File: src/rtl/sub_seq.sv
// Nibble-serial subtractor: d = a - b - bin, four bits per clock through one
// 4-bit adder slice (a + ~b + carry), with borrow/overflow/zero/negative flags.
module sub_seq #(
  parameter int WIDTH = 32
) (
  input  logic             clk,
  input  logic             reset_n,
  input  logic             op_start,
  input  logic [WIDTH-1:0] a,
  input  logic [WIDTH-1:0] b,
  input  logic             bin,
  output logic [WIDTH-1:0] d,
  output logic             bout,
  output logic             ovf,
  output logic             zero,
  output logic             neg,
  output logic             busy,
  output logic             done
);

  localparam int NIB = WIDTH / 4;
  localparam int IW  = (NIB > 1) ? $clog2(NIB) : 1;

  typedef enum logic [1:0] {
    IDLE = 2'd0,
    RUN  = 2'd1,
    DONE = 2'd2
  } state_t;

  state_t           state_reg;
  state_t           state_next;
  logic [WIDTH-1:0] a_reg;
  logic [WIDTH-1:0] b_reg;
  logic             c_reg;
  logic [IW-1:0]    idx_reg;

  logic             accept;
  logic             last;
  logic [3:0]       a_nib;
  logic [3:0]       b_inv;
  logic [4:0]       sum;
  logic [WIDTH-1:0] d_merged;

  // State register
  always_ff @(posedge clk or negedge reset_n) begin
    if (!reset_n) begin
      state_reg <= IDLE;
    end else begin
      state_reg <= state_next;
    end
  end

  // Next-state logic; a start in DONE chains straight into the next run
  always_comb begin
    state_next = state_reg;
    case (state_reg)
      IDLE:    state_next = op_start ? RUN : IDLE;
      RUN:     state_next = last ? DONE : RUN;
      DONE:    state_next = op_start ? RUN : IDLE;
      default: state_next = IDLE;
    endcase
  end

  // FSM outputs
  always_comb begin
    busy   = (state_reg == RUN);
    done   = (state_reg == DONE);
    accept = op_start && (state_reg != RUN);
    last   = (state_reg == RUN) && (idx_reg == IW'(NIB - 1));
  end

  // One nibble slice; d_merged is d with the current nibble already written,
  // so the flags can be taken from the final value on the last RUN edge.
  always_comb begin
    a_nib    = a_reg[4*idx_reg +: 4];
    b_inv    = ~b_reg[4*idx_reg +: 4];
    sum      = {1'b0, a_nib} + {1'b0, b_inv} + {4'b0000, c_reg};
    d_merged = d;
    d_merged[4*idx_reg +: 4] = sum[3:0];
  end

  always_ff @(posedge clk or negedge reset_n) begin
    if (!reset_n) begin
      a_reg   <= '0;
      b_reg   <= '0;
      c_reg   <= 1'b0;
      idx_reg <= '0;
      d       <= '0;
      bout    <= 1'b0;
      ovf     <= 1'b0;
      zero    <= 1'b0;
      neg     <= 1'b0;
    end else if (accept) begin
      a_reg   <= a;
      b_reg   <= b;
      c_reg   <= ~bin;
      idx_reg <= '0;
      d       <= '0;
      bout    <= 1'b0;
      ovf     <= 1'b0;
      zero    <= 1'b0;
      neg     <= 1'b0;
    end else if (state_reg == RUN) begin
      d       <= d_merged;
      c_reg   <= sum[4];
      idx_reg <= idx_reg + 1'b1;
      if (last) begin
        bout <= ~sum[4];
        ovf  <= (a_reg[WIDTH-1] != b_reg[WIDTH-1]) &&
                (d_merged[WIDTH-1] != a_reg[WIDTH-1]);
        zero <= (d_merged == '0);
        neg  <= d_merged[WIDTH-1];
      end
    end
  end

endmodule

File: config.mk
export PLATFORM = sky130hd
export DESIGN_NAME = sub_seq
export DESIGN_NICKNAME = d
export VERILOG_FILES = /design/src/rtl/sub_seq.sv
export SDC_FILE = /design/constraint.sdc
export NUM_CORES = 1
export LEC_CHECK = 0
export ABC_AREA = 0
export BUFFER_PORTS_ARGS = -buffer_cell sky130_fd_sc_hd__buf_2
export CORE_MARGIN = 1
export CORE_UTILIZATION = 31
export DETAILED_ROUTE_END_ITERATION = 7
export SLEW_MARGIN = 20
export SYNTH_ARGS = -nofsm -noshare
export SYNTH_HDL_FRONTEND = slang
export SYNTH_SLANG_ARGS = --single-unit
File: constraint.sdc
create_clock -name clk -period 3.87 [get_ports clk]
set_input_delay 0.1935 -clock clk [delete_from_list [all_inputs] [get_ports clk]]
set_output_delay 0.1935 -clock clk [all_outputs]
set_load 0.005 [all_outputs]
==> flow_metrics.py <==
metrics = {
    "status": {
        "outcome": "finished clean",
    },
    "cts": {
        "clock-sinks": 106,
        "clkTransAtPathRegs_ps": 70,
        "clkLatencyLatePin_ps": 360,
        "clockRootBuffer": "clkbuf_16",
        "numCtsBuffers": 9,
        "cts_tree": "done",
        "cts_setup_buffers": 0,
        "cts.path.max_buffers": 2,
        "h-tree-depth": 3,
    },
    "worst_setup_path": {
        "r2r_slack_ps": 370,
        "endpoint_kind": "register",
        "startpoint": "idx_reg[1]",
        "r2r_start": "idx_reg[1]",
        "endpoint": "zero",
        "slowest_stage": "dfrtp_1",
        "cp_max_fo": 15,
        "worstPathCellList": "mux4_2 > nand2_1 > nand2_1 > fa_1 > inv_1 > fa_1 > nor2b_1 > nand2_1 > a2bb2oi_1 > nand4b_1 > nor4_1 > a31o_1",
        "reg2regPathDepth": 12,
        "critPathRequiredTime_ps": 4170,
        "cp-start-kind": "register",
        "r2r-end": "zero",
        "crit_arrival_ps": 3800,
        "cp_slowest_stage_delay_ps": 720,
        "critPathKind": "reg2reg",
        "cpMostUsedCell": "nand2_1",
    },
    "global_routing": {
        "grt.total_usage_pct": 17.4,
        "grt_pass1_vias": 4273,
        "grt-ovfl-total": 0,
        "antenna_found_initial": 0,
        "grt_pass1_wl_um": 23200,
        "grt_max_degree": 65,
    },
    "synth": {
        "yosys-top-cells-area": "dfrtp_1 50%, nand2_1 17%, mux4_2 6.8%",
        "ys_ff_latch": 106,
        "yosysMostFrequentCell": "nand2_1",
        "synth_edf_count": 0,
        "yosys_most_used_dff": "dfrtp_1",
        "synth_nets": 638,
        "synthArstFlopShare_pct": 100,
        "yosysTopAreaCell": "dfrtp_1",
        "synthCells": 558,
        "yosysWarnings": 0,
        "syn_area_um2": 5270,
        "avgSynthCellArea_um2": 9.44,
        "yosysTopAreaCellShare_pct": 50.3,
        "synth_commonest_cells": "234 x nand2_1, 106 x dfrtp_1, 29 x o21ai_0",
        "seq_area_frac_synth_pct": 50.3,
        "synth_cell_types": 56,
    },
    "place": {
        "dp_hpwl_um": 10500,
        "gp_congestion": 0.922,
        "place_worst_setup_slack_ps": 292,
        "io_buffers": 105,
        "place_inst": 867,
    },
    "die": {
        "num_rows": 47,
        "num_io_pins": 106,
        "die_area_um2": 17500,
        "core-area_um2": 16600,
        "die_y_um": 132,
        "start_util_pct": 31.8,
        "die_x_um": 132,
    },
    "layout": {
        "final_cells": 884,
        "drive_above_1_share_pct": 25.0,
        "diodes": 0,
        "nets": 739,
        "utilization_pct": 38.2,
        "multi_input_area_um2": 2450,
        "fillers": 1718,
        "syn_to_final_growth_pct": 20.3,
        "ff_latch_area_um2": 2650,
    },
    "timing": {
        "finalHoldViolations": 0,
        "fin_crit_ps": 3500,
        "max_slew_margin_pct": 51.2,
        "maxSlewViolCount": 0,
        "clock_skew_ps": 8.92,
        "rsz0062_at_grt": "no",
        "worst_slew_pin_slew_ps": 726,
        "fin_ws_ps": 369,
        "setup_violations": 0,
        "finalCritPeriodShare_pct": 90.5,
        "clock.fmax_mhz": 286,
        "fin_tns_setup_ps": 0,
    },
    "detailed_routing": {
        "viasPerCell": 4.82,
        "drtIter0Drc": 357,
        "first_pass_iters": 5,
        "num_vias": 4265,
        "wl_per_cell_um": 16.0,
        "drc_errors": 0,
        "wl_um": 14100,
        "ant_nets": 0,
    },
    "worst_hold_path": {
        "whs_path_depth": 3,
        "holdCritStartpoint": "a[14]",
        "hold_path.class": "in2reg",
    },
    "power": {
        "powerDensity_nw_per_um2": 1020,
        "power.ir.vdd_worst_uv": 656,
        "p_leak_uw": 0.00324,
    },
    "run": {
        "cap_violations": 0,
    },
}
-- logic make-up (layout without fill, tap and decap cells) --
family                     after synthesis  count (layout)  share of synthesized area (%)
AOI/OAI and AO/OA                       76              76                           10.4
adders and majority gates               12              12                           3.13
DFF                                    106             106                           50.3
muxes                                   24              24                           8.41
buffers and inverters                   40             146                           3.28
and+or+nand+nor                        296             296                           23.8
xor gates and xnor gates                 4               4                          0.665
-- metal layers --
metal / GRT usage, % / vias to the layer above / wire, um
met5: 0 / - / 0
met4: 4.85 / 0 / 150
met3: 3.96 / 11 / 681
met2: 27.0 / 132 / 6480
met1: 24.4 / 2030 / 6800
li1: - / 2092 / -
-- final cells by class --
cell class / count / area share (%)
multi-input cells: 412 / 38.7
clock buffers: 10 / 3.61
inverters: 11 / 0.651
flip-flops and latches: 106 / 41.9
repair buffers: 119 / 10.0
clock inverters: 6 / 0.789
well taps: 220 / 4.34
-- critical path: cells and delay by family (launching register included) --
kind | cells | cell delay [ps]
AO/OA/AOI/OAI | 2 | 360
adder cells (fa/ha/maj) | 2 | 960
buffers and inverters | 1 | 80
flip-flops | 1 | 720
multiplexers | 1 | 400
AND/OR/NAND/NOR | 6 | 920
-- how the worst min path moves through the flow --
stage,to
finish,a_reg[14]
global route,b_reg[8]
CTS,b_reg[11]
detailed placement,d[15]
global placement,d[0]
floorplan,a_reg[0]
-- per-stage QoR --
| stage | cell area (um^2) | power, uW | hold slack (ps) |
|---|---|---|---|
| 3_3_place_gp | 6040 | 5500 | 228 |
| 6_report | 6340 | 6470 | 20.8 |
| 5_1_grt | 6340 | 6990 | 19.1 |
| 4_1_cts | 6330 | 6460 | 11.8 |
| 2_1_floorplan | 5270 | 4400 | -102 |
| 3_5_place_dp | 6040 | 5550 | 231 |
-- timing repair --
action | in CTS | in global routing
gates resized for setup | 0 | 2
setup endpoints to repair | 0 | 1
hold buffers | 1 | 0
endpoints found under the hold margin | 41 | 0
-- cell usage in the layout, fill, tap and decap left out, drive strengths merged, types with 6 or more instances in the layout --
master / count
nor2b: 8
o21ai: 29
ha: 10
mux4: 16
a22o: 11
buf: 118
mux2i: 6
nand2: 234
a32o: 6
inv: 13
nor2: 14
nand3b: 7
a21oi: 7
nor3: 6
clkbuf: 10
dfrtp: 106
-- report_power, final --
group	switching [uW]	internal [uW]	leakage (uW)	total [uW]
Clock	438	445	0.000135	883
Combinational	2240	1410	0.00174	3640
Sequential	366	1580	0.00137	1950
Total	3040	3430	0.00324	6470
Power figures use the tool's default switching activity.
